## src/rtl/mb8_pipe_mac.sv

```systemverilog
// Pipelined radix-8 Booth multiply-accumulate with signed/unsigned operands and optional running sum.
// Latency PIPE+1 cycles from acceptance to out_valid_o; one beat per cycle when not stalled.
// Backpressure: a held output (out_valid_o && !out_ready_i) freezes every stage; in_ready_o drops in the same cycle.
//
// Ports:
//   clk_i, rst_ni                 rising-edge clock, asynchronous active-low reset
//   in_valid_i / in_ready_o       operand handshake for a_i (multiplicand), b_i (multiplier), tc_i,
//                                 acc_en_i, acc_clr_i
//   out_valid_o / out_ready_i     result handshake for product_o (low 2*WIDTH bits) and acc_out_o
module mb8_pipe_mac #(
    parameter int WIDTH = 8,
    parameter int PIPE  = 2,
    parameter int ACCW  = 2 * WIDTH + 4
) (
    input  logic                 clk_i,
    input  logic                 rst_ni,
    input  logic                 in_valid_i,
    output logic                 in_ready_o,
    input  logic [WIDTH-1:0]     a_i,
    input  logic [WIDTH-1:0]     b_i,
    input  logic                 tc_i,
    input  logic                 acc_en_i,
    input  logic                 acc_clr_i,
    output logic                 out_valid_o,
    input  logic                 out_ready_i,
    output logic [2*WIDTH-1:0]   product_o,
    output logic [ACCW-1:0]      acc_out_o
);

    localparam int XW  = WIDTH + 1;          // operand width after sign/zero extension
    localparam int PPW = WIDTH + 3;          // holds +/-4a for any extended operand
    localparam int G   = (WIDTH + 2) / 3 + 1;
    localparam int NT  = G + 1;              // G partial products plus the negate-carry word
    localparam int RW  = 2 * WIDTH;
    localparam int BW  = 3 * G;

    // Each partial product is stored with its sign bit inverted, which adds 2^(PPW-1) at its
    // weight; this constant removes all of those offsets at once so no sign extension is needed.
    function automatic logic [RW-1:0] corr_word();
        logic [RW-1:0] c;
        c = '0;
        for (int i = 0; i < G; i++) begin
            if (PPW - 1 + 3 * i < RW) begin
                c = c - (RW'(1) << (PPW - 1 + 3 * i));
            end
        end
        return c;
    endfunction

    localparam logic [RW-1:0] CORR = corr_word();

    logic stall;
    assign stall      = out_valid_o && !out_ready_i;
    assign in_ready_o = !stall;

    // ---------------- Booth encoding in front of stage 0 ----------------
    logic [XW-1:0]         a_x, b_x;
    logic [BW:0]           b_win;            // b_win[0] is the implicit b[-1] = 0
    logic signed [PPW-1:0] a_sx, a3_c;
    logic [G-1:0]          enc_s, enc_d, enc_t, enc_q, enc_n;

    always_comb begin : booth_enc
        a_x   = {tc_i & a_i[WIDTH-1], a_i};
        b_x   = {tc_i & b_i[WIDTH-1], b_i};
        b_win = {{(BW - XW){b_x[XW-1]}}, b_x, 1'b0};
        a_sx  = PPW'($signed(a_x));
        a3_c  = a_sx + (a_sx <<< 1);
        enc_s = '0;
        enc_d = '0;
        enc_t = '0;
        enc_q = '0;
        enc_n = '0;
        for (int i = 0; i < G; i++) begin
            case (b_win[3*i +: 4])
                4'b0001, 4'b0010: enc_s[i] = 1'b1;
                4'b0011, 4'b0100: enc_d[i] = 1'b1;
                4'b0101, 4'b0110: enc_t[i] = 1'b1;
                4'b0111:          enc_q[i] = 1'b1;
                4'b1000:          begin enc_q[i] = 1'b1; enc_n[i] = 1'b1; end
                4'b1001, 4'b1010: begin enc_t[i] = 1'b1; enc_n[i] = 1'b1; end
                4'b1011, 4'b1100: begin enc_d[i] = 1'b1; enc_n[i] = 1'b1; end
                4'b1101, 4'b1110: begin enc_s[i] = 1'b1; enc_n[i] = 1'b1; end
                default:          ;   // digit 0: 0000 and 1111
            endcase
        end
    end

    // ---------------- Pipeline control: index 0 is stage 0, index PIPE the last reduction stage
    logic [PIPE:0] vld_q, tc_q, en_q, clr_q;

    // ---------------- Stage 0 data ----------------
    logic [PPW-1:0] s0_a_q, s0_a3_q;
    logic [G-1:0]   s0_s_q, s0_d_q, s0_t_q, s0_q_q, s0_n_q;

    always_ff @(posedge clk_i or negedge rst_ni) begin
        if (!rst_ni) begin
            vld_q   <= '0;
            tc_q    <= '0;
            en_q    <= '0;
            clr_q   <= '0;
            s0_a_q  <= '0;
            s0_a3_q <= '0;
            s0_s_q  <= '0;
            s0_d_q  <= '0;
            s0_t_q  <= '0;
            s0_q_q  <= '0;
            s0_n_q  <= '0;
        end else if (!stall) begin
            vld_q   <= {vld_q[PIPE-1:0], in_valid_i};
            tc_q    <= {tc_q[PIPE-1:0],  tc_i};
            en_q    <= {en_q[PIPE-1:0],  acc_en_i};
            clr_q   <= {clr_q[PIPE-1:0], acc_clr_i};
            s0_a_q  <= a_sx;
            s0_a3_q <= a3_c;
            s0_s_q  <= enc_s;
            s0_d_q  <= enc_d;
            s0_t_q  <= enc_t;
            s0_q_q  <= enc_q;
            s0_n_q  <= enc_n;
        end
    end

    // ---------------- Partial-product generation from stage 0 ----------------
    logic [RW-1:0] pp_c [NT];

    always_comb begin : pp_gen
        logic [PPW-1:0] mag, inv, enc;
        mag = '0;
        inv = '0;
        enc = '0;
        for (int k = 0; k < NT; k++) pp_c[k] = '0;
        for (int i = 0; i < G; i++) begin
            mag = '0;
            if (s0_s_q[i])      mag = s0_a_q;
            else if (s0_d_q[i]) mag = s0_a_q << 1;
            else if (s0_t_q[i]) mag = s0_a3_q;
            else if (s0_q_q[i]) mag = s0_a_q << 2;
            // Negation is ~mag here; the +1 rides in the negate-carry word at the group weight.
            inv = s0_n_q[i] ? ~mag : mag;
            enc = {~inv[PPW-1], inv[PPW-2:0]};
            pp_c[i] = RW'(enc) << (3 * i);
            pp_c[G] = pp_c[G] | (RW'(s0_n_q[i]) << (3 * i));
        end
    end

    // ---------------- Reduction stages 1..PIPE ----------------
    // Intermediate stages add adjacent term pairs; the last stage sums what is left plus CORR.
    logic [RW-1:0] red_q [PIPE][NT];
    logic [RW-1:0] red_d [PIPE][NT];
    logic [RW-1:0] stg   [PIPE+1][NT];

    always_comb begin
        for (int k = 0; k < NT; k++) stg[0][k] = pp_c[k];
        for (int s = 0; s < PIPE; s++) begin
            for (int k = 0; k < NT; k++) stg[s+1][k] = red_q[s][k];
        end
    end

    always_comb begin
        for (int s = 0; s < PIPE; s++) begin
            for (int k = 0; k < NT; k++) red_d[s][k] = '0;
        end
        for (int s = 0; s < PIPE; s++) begin
            if (s == PIPE - 1) begin
                red_d[s][0] = CORR;
                for (int k = 0; k < NT; k++) red_d[s][0] = red_d[s][0] + stg[s][k];
            end else begin
                for (int k = 0; k < NT; k++) red_d[s][k/2] = red_d[s][k/2] + stg[s][k];
            end
        end
    end

    always_ff @(posedge clk_i or negedge rst_ni) begin
        if (!rst_ni) begin
            for (int s = 0; s < PIPE; s++) begin
                for (int k = 0; k < NT; k++) red_q[s][k] <= '0;
            end
        end else if (!stall) begin
            for (int s = 0; s < PIPE; s++) begin
                for (int k = 0; k < NT; k++) red_q[s][k] <= red_d[s][k];
            end
        end
    end

    // ---------------- Output register and accumulator ----------------
    logic [RW-1:0]   p_fin;
    logic [ACCW-1:0] p_ext, acc_base, acc_d, acc_q;
    logic            out_vld_q;
    logic [RW-1:0]   product_q;

    always_comb begin
        p_fin    = red_q[PIPE-1][0];
        p_ext    = tc_q[PIPE] ? ACCW'($signed(p_fin)) : ACCW'(p_fin);
        acc_base = clr_q[PIPE] ? '0 : acc_q;
        acc_d    = acc_q;
        if (en_q[PIPE])       acc_d = acc_base + p_ext;
        else if (clr_q[PIPE]) acc_d = '0;
    end

    always_ff @(posedge clk_i or negedge rst_ni) begin
        if (!rst_ni) begin
            out_vld_q <= 1'b0;
            product_q <= '0;
            acc_q     <= '0;
        end else if (!stall) begin
            out_vld_q <= vld_q[PIPE];
            if (vld_q[PIPE]) begin
                product_q <= p_fin;
                acc_q     <= acc_d;
            end
        end
    end

    assign out_valid_o = out_vld_q;
    assign product_o   = product_q;
    assign acc_out_o   = acc_q;

endmodule

```

## config.mk

```make
export PLATFORM = sky130hd
export DESIGN_NAME = mb8_pipe_mac
export DESIGN_NICKNAME = d
export VERILOG_FILES = /design/src/rtl/mb8_pipe_mac.sv
export SDC_FILE = /design/constraint.sdc
export NUM_CORES = 1
export LEC_CHECK = 0
export BUFFER_PORTS_ARGS = -buffer_cell sky130_fd_sc_hd__buf_2
export CAP_MARGIN = 20
export CORE_UTILIZATION = 55
export CTS_CLUSTER_DIAMETER = 30
export CTS_CLUSTER_SIZE = 16
export DETAILED_ROUTE_END_ITERATION = 12
export GPL_TIMING_DRIVEN = 1
export PLACE_DENSITY = 0.74
export SLEW_MARGIN = 10
export SYNTH_ARGS = -nofsm -noshare
export SYNTH_HDL_FRONTEND = slang
export SYNTH_SLANG_ARGS = --single-unit
```

## constraint.sdc

```tcl
create_clock -name clk_i -period 4 [get_ports clk_i]
set_input_delay 0.8 -clock clk_i [delete_from_list [all_inputs] [get_ports clk_i]]
set_output_delay 0.8 -clock clk_i [all_outputs]
set_load 0.02 [all_outputs]
```

* Yosys cells after proc, flatten, opt, wreduce, memory -nomap -nowiden *
Cells that the tools add are included.

cells by class
  $add $sub $neg = 7
  multipliers = 0
  div/mod/pow operators = 0
  magnitude comparators = 0
  equal/unequal tests = 49
  shift-type cells = 0
  mux-type cells = 43
  bitwise gates (word level) = 12
  reduce and logical (&&, ||, !) cells = 23

operators by type and width
  operator                                             count
  2-to-1 mux 11 bit                                    10
  equality test 4 bit, second input constant           21
  2-to-1 mux 20 bit                                    3
  2-to-1 mux 10 bit                                    5
  adder 16 bit                                         3
  equality test 4 x 3 -> 1 bit, second input constant  12
  OR reduction 4 bit                                   10
  2-to-1 mux 7 bit                                     5
  equality test 4 x 2 -> 1 bit, second input constant  6
  NOT 11 bit                                           2
  OR reduction 7 bit                                   3
  adder 20 bit                                         1
  2-to-1 mux 1 bit                                     20
  adder 16 bit, first input constant                   1
  adder 11 x 14 -> 15 bit                              1
  equality test 3 bit, second input constant           4
  equality test 4 x 1 -> 1 bit, second input constant  3
  OR reduction 2 bit                                   6
  adder 9 x 10 -> 11 bit                               1
  NOT 10 bit                                           1
  OR 7 x 10 -> 10 bit                                  1
  NOT 7 bit                                            1
  OR 4 x 7 -> 7 bit                                    1
  equality test 3 x 2 -> 1 bit, second input constant  2
  7 further kinds                                      11

storage, ports and cells
  register bits after elaboration = 153
  bits in latches = 0
  RAM bits = 0
  bits in read-only memories = 0
  output and inout port bits = 38
  logic and storage cells = 152
  memories kept = 0

* Depth between registers and ports, before layout *
  word-level depth = 8
  gate-level depth with buffers = 15

* Worst setup path before layout *
Ideal clock, no wire load.

  path kind = reg-to-reg
  from = register s0_d_q[0]
  to = register red_q[157] (netlist name)
  arrival = 2.943 ns
  slack = 0.987 ns
  stages on the path, launching flop included = 15
  path buffers = 2
  period minus slack after synthesis = 3.013 ns
  cells stage by stage = dfrtp_1 -> clkbuf_1 -> buf_1 -> a21oi_1 -> o21ai_0 -> xor2_1 -> ha_1 -> inv_1 -> fa_1 -> nor2b_1 -> o21ai_0 -> a21oi_1 -> o41ai_1 -> or4b_1 -> nand3_1

on the way
  longest elaborated chain between the ends = 6

ends and longest elaborated chain
  what                         line  RTL
  from (decl)                  93    logic [G-1:0] s0_s_q, s0_d_q, s0_t_q, s0_q_q, s0_n_q;
  from (signal assigned)       116   s0_d_q <= enc_d;
  2-to-1 mux 11 bit (*)        135   else if (s0_d_q[i]) mag = s0_a_q << 1;
  2-to-1 mux 11 bit (*)        134   if (s0_s_q[i]) mag = s0_a_q;
  NOT 11 bit                   139   inv = s0_n_q[i] ? ~mag : mag;
  2-to-1 mux 11 bit (*)        139
  NOT 1 bit                    140   enc = {~inv[PPW-1], inv[PPW-2:0]};
  adder 11 x 14 -> 15 bit (*)  168   for (int k = 0; k < NT; k++) red_d[s][k/2] = red_d[s][k/2] + stg[s][k];

Every way passes the cells marked *; elsewhere a longest branch is shown, timed or not.
A chain may end at the register's enable or synchronous reset.

* Worst setup path in the final report *
  from = register s0_t_q[0]
  to = register red_q[157] (netlist name)

on the way
  longest elaborated chain between the ends = 7

ends and longest elaborated chain
  what                         line  RTL
  from (decl)                  93
  from (signal assigned)       117   s0_t_q <= enc_t;
  2-to-1 mux 11 bit (*)        136   else if (s0_t_q[i]) mag = s0_a3_q;
  2-to-1 mux 11 bit (*)        135
  2-to-1 mux 11 bit (*)        134
  NOT 11 bit                   139
  2-to-1 mux 11 bit (*)        139
  NOT 1 bit                    140
  adder 11 x 14 -> 15 bit (*)  168

Marked as above.

==> results.md <==
- The sequential cell area fraction in the yosys report is 37.77%.
- Across the VDD grid, the largest voltage drop is 0.7604 mV.
- The cell family contributing the most delay on the critical path is simple AND/OR/NAND/NOR gates.
- The synthesized instance count is 983.
- The register bit count reported by yosys is 126.
- CTS placed an instance of sky130_fd_sc_hd__clkbuf_16 at the clock tree root.
- The HPWL after detailed placement is between 10 and 15 mm.
- The critical path goes through nor2b_1 > a22oi_1 > nor2_1 > a21oi_1 > o21ai_0 > xor2_1 > ha_1 > inv_1 > fa_1 > nor2b_1 > o21ai_0 > a21oi_1 > o41ai_1 > or4b_1 > nand3_1.
- The source-to-sink clock delay at the later pin of the worst-skew pair is ~0.43 ns.
- The first global-routing pass estimated 32.09 mm of wire.
- The final number of hold-violating endpoints is 0.
- Counting the fill cells in the layout gives 1280.
- The number of gates resized after CTS was 0.
- For the worst setup path, the data required time is about 4.4 ns.
- After synthesis, the largest area contributor takes up a little under two fifths of total cell area.
- The repair_antennas step left the layout with diodes totalling 0.
- On the final layout, the worst clock skew is 0.01075 ns.
- Static timing analysis puts the maximum clock frequency at 287.3 MHz.
- The count of buffers added on input and output ports is 60.
- In this design, the stage delay of the slowest critical-path cell is 0.51 ns.
- The share of cells above drive strength 1 is 12.65%.
- The path class of the tightest hold or removal check is in -> async.
- The critical path startpoint category is a flop.
- The congestion estimate from routability-driven global placement came to 0.9158.
- For this run, the number of Yosys warnings is 0.
- The number of nets handed over by synthesis was about 1100.
- The number of nets in the finished design is 1089.
- The number of synthesized flops with an enable pin is 0.
- Subtracting the final worst setup slack from the clock period gives 3.481 ns.
- Together, buffers and inverters on the worst path number 1.
- The total leakage power is ~0.0044 uW.
- The area of all placed cells without fillers is 9291 sq um.
- TritonCTS created 17 clock buffers.
- The period utilization is between 80% and 90%.
- STA classifies the critical path endpoint as a flop.
- After detailed routing, the average wire length per cell comes to 15.40 microns.
- The horizontal die dimension is around 130 microns.
- The placed standard-cell area is just under 9000 sq um.
- After detailed routing, the number of remaining DRC violations is 0.
- After synthesis the cells add up to 8348 sq um.
- The sum of negative setup slack is 0 ns.
- Entering global routing, the biggest net connects 79 pins.
- The via count of the first global-routing pass is 6498.
- The relative area change from synthesis to final layout is 11.30%.
- Global routing finished with a remaining overflow of 0.
- For the pin with the worst max-slew slack, the measured transition is 0.8099 ns.
- Of all cell types, the one taking the most synthesized area is sky130_fd_sc_hd__dfrtp_1.
- The TritonCTS clock tree is yes.
- The initial antenna violation count is 0.
- The slowest stage cell on the critical path is sky130_fd_sc_hd__dfrtp_1.
- In this run, the number of DRC markers left after iteration 0 of detailed routing was between 600 and 700.
- The power density relative to cell area is 928.3 nW/um^2.
- The routed design has 18.54 mm of wire.
- Buffers added to address setup during post-CTS repair amount to 0.
- The row count is 44.
- Counting every sink on the clock net gives between 100 and 150.
- The max-capacitance violation count is 0.
- After synthesis, the share of flip-flops with an asynchronous set or reset is 100.0%.
- During I/O placement, the number of pins put on the boundary was 61.
- The flow ran to the end, and the final reports show no timing, DRC or antenna violations.
- Global routing used 25.47% of the available tracks.
- In this run the deepest clock path goes through 2 buffers.
- After floorplanning, the core was sized to cover roughly 15000 sq um.
- The unique cell type count in the Yosys netlist is 66.
- The detailed-router iteration count before antenna repair is 7.
- The dominant register cell in the synthesized netlist is sky130_fd_sc_hd__dfrtp_1.
- The level count of the clock H-tree is 4.
- The cell with the most instances after synthesis is sky130_fd_sc_hd__nand2_1.
- The count of final max-slew check failures was 0.
- The number of hold buffers added after CTS was 0.
- Once the floorplan was initialized, standard cells occupied 56.79% of the core.
- The ratio of routed vias to standard cells is 5.743.
- From bottom edge to top edge, the die measures 125.2 microns.
- Setup repair after global routing left no endpoint under its margin.
- Clock-pin slew was measured on the worst setup and hold paths at around 0.060 ns.
- The detail route stage leaves a number of antenna-violating nets equal to 0.
- The die covers 15680 sq um.
- Setup violations remaining at the end of the flow were counted as 0.
- Data on the critical path arrives at its endpoint at around 3.8 ns.
- The maximum fanout along the worst path is 14.
- By startpoint and endpoint, the worst setup path is classified as reg -> reg.
- Ranked by total cell area, the synthesized netlist is headed by sky130_fd_sc_hd__dfrtp_1 (38%), sky130_fd_sc_hd__ha_1 (8.2%), sky130_fd_sc_hd__nand2_1 (8.1%).
- The vias after detailed routing is between 6000 and 7000.
- The normalized max-slew margin is 45.87%.
- The mean cell area of the mapped netlist is 8.492 sq um.
- By count the netlist is led by sky130_fd_sc_hd__nand2_1 (180), sky130_fd_sc_hd__dfrtp_1 (126), sky130_fd_sc_hd__a21oi_1 (84), sky130_fd_sc_hd__o21ai_0 (78), sky130_fd_sc_hd__nor2_1 (66).
-- power breakdown --
part	leakage, uW	switching, uW	internal [uW]
Sequential	0.00153	610	1830
Combinational	0.00256	2610	2010
Clock	0.000281	617	944
-- final timing paths --
path                           endpoint  cells past startpoint      start  slack [ns]
max                          red_q[157]                     15  s0_t_q[0]        0.52
min                          red_q[139]                      1     rst_ni        0.45
max reg2reg                  red_q[157]                     15  s0_t_q[0]        0.52
min reg2reg                     en_q[0]                      2    en_q[0]        0.47
max in group asynchronous  product_o[1]                      2     rst_ni        2.72
min in group clk_i              en_q[0]                      2    en_q[0]        0.47
-- through the flow --
stage / cells / total power, uW / hold slack, ns / setup WS [ns] / util (%)
floorplan: 983 / 5984 / 0.4386 / 0.9871 / -
global placement: 1172 / 6926 / 0.4493 / 0.6440 / 59.16
detailed placement: 1172 / 7023 / 0.4549 / 0.5680 / 59.16
CTS: 1204 / 8646 / 0.4571 / 0.5349 / 63.21
global route: 1204 / 9410 / 0.4961 / 0.2647 / 63.21
finish: 1204 / 8625 / 0.4465 / 0.5191 / 63.21
-- layout by cell type, fill, tap and decap left out, types with 3 or more instances in the layout --
cell type	Yosys	final
sky130_fd_sc_hd__mux2i_1	7	7
sky130_fd_sc_hd__a21o_1	11	11
sky130_fd_sc_hd__a22oi_1	14	14
sky130_fd_sc_hd__buf_4	1	7
sky130_fd_sc_hd__inv_1	37	36
sky130_fd_sc_hd__dfrtp_1	126	126
sky130_fd_sc_hd__o21a_1	4	4
sky130_fd_sc_hd__or3_1	3	3
sky130_fd_sc_hd__xor2_1	45	45
sky130_fd_sc_hd__and3_1	6	6
sky130_fd_sc_hd__o41ai_1	4	4
sky130_fd_sc_hd__or4b_1	3	3
sky130_fd_sc_hd__o21ai_0	78	78
sky130_fd_sc_hd__inv_6	0	6
sky130_fd_sc_hd__nand2_1	180	180
sky130_fd_sc_hd__a31oi_1	6	6
sky130_fd_sc_hd__xnor2_1	25	25
sky130_fd_sc_hd__a211o_1	3	3
sky130_fd_sc_hd__mux2_2	15	15
sky130_fd_sc_hd__o21bai_1	4	4
sky130_fd_sc_hd__a221oi_1	4	4
sky130_fd_sc_hd__and2_1	4	4
sky130_fd_sc_hd__nand3b_1	5	5
sky130_fd_sc_hd__a21oi_1	84	84
sky130_fd_sc_hd__clkinvlp_4	0	4
sky130_fd_sc_hd__o31ai_1	8	8
sky130_fd_sc_hd__nor2b_1	30	29
sky130_fd_sc_hd__nand4_1	3	3
sky130_fd_sc_hd__fa_1	4	4
sky130_fd_sc_hd__nor2_1	66	66
sky130_fd_sc_hd__clkbuf_16	0	17
sky130_fd_sc_hd__nor3_1	12	12
sky130_fd_sc_hd__buf_2	11	59
sky130_fd_sc_hd__o211ai_1	6	6
sky130_fd_sc_hd__ha_1	55	55
sky130_fd_sc_hd__nand2b_1	11	11
sky130_fd_sc_hd__a211oi_1	6	6
sky130_fd_sc_hd__a22o_1	4	4
sky130_fd_sc_hd__nand3_1	15	15
-- routing by layer --
metal  vias up  GRT usage (%)  wire [microns]
met5         -              0               0
met4         0          9.254             410
met2       183          38.45            8100
met3        34          4.964             788
met1      3255          36.42            9236
li1       3443              -               -
-- worst reg2reg max path: stages (launching register included) --
cell	delay (ns)
sky130_fd_sc_hd__dfrtp_1	0.51
sky130_fd_sc_hd__nor2b_1	0.39
sky130_fd_sc_hd__a22oi_1	0.12
sky130_fd_sc_hd__nor2_1	0.12
sky130_fd_sc_hd__a21oi_1	0.05
sky130_fd_sc_hd__o21ai_0	0.21
sky130_fd_sc_hd__xor2_1	0.18
sky130_fd_sc_hd__ha_1	0.20
sky130_fd_sc_hd__inv_1	0.06
sky130_fd_sc_hd__fa_1	0.40
sky130_fd_sc_hd__nor2b_1	0.12
sky130_fd_sc_hd__o21ai_0	0.12
sky130_fd_sc_hd__a21oi_1	0.23
sky130_fd_sc_hd__o41ai_1	0.14
sky130_fd_sc_hd__or4b_1	0.48
sky130_fd_sc_hd__nand3_1	0.09
-- cell type report --
cell class                      count  area (sq um)  area share, %
Clock inverter                     14         156.4          1.683
Timing Repair Buffer               67         367.9          3.959
Multi-Input combinational cell    758          4806          51.72
Tap cell                          184         230.2          2.478
Clock buffer                       18         439.2          4.727
Inverter                           37         138.9          1.495
Sequential cell                   126          3153          33.93
-- cells by family (layout without fill, tap and decap cells) --
family                   Yosys count  after routing  synth area share [%]
AND/OR/NAND/NOR                  347            347                 18.54
multiplexers                      22             22                 2.863
AO/OA/AOI/OAI                    259            259                 19.33
adder cells (fa/ha/maj)           59             59                 9.203
XOR/XNOR                          71             71                 7.539
flip-flops                       126            126                 37.77
buffers and inverters             99            136                 4.751
-- state kept, by name, indices dropped and copies added (netlist names) --
signal       cells
acc_out_o       20
clr_q            3
en_q             3
out_valid_o      1
p_fin           16
product_o       16
red_q           28
s0_a3_q          9
s0_a_q           9
s0_d_q           3
s0_n_q           3
s0_q_q           3
s0_s_q           3
s0_t_q           3
tc_q             3
vld_q            3
Note: power is estimated with default switching activity, not from simulation.
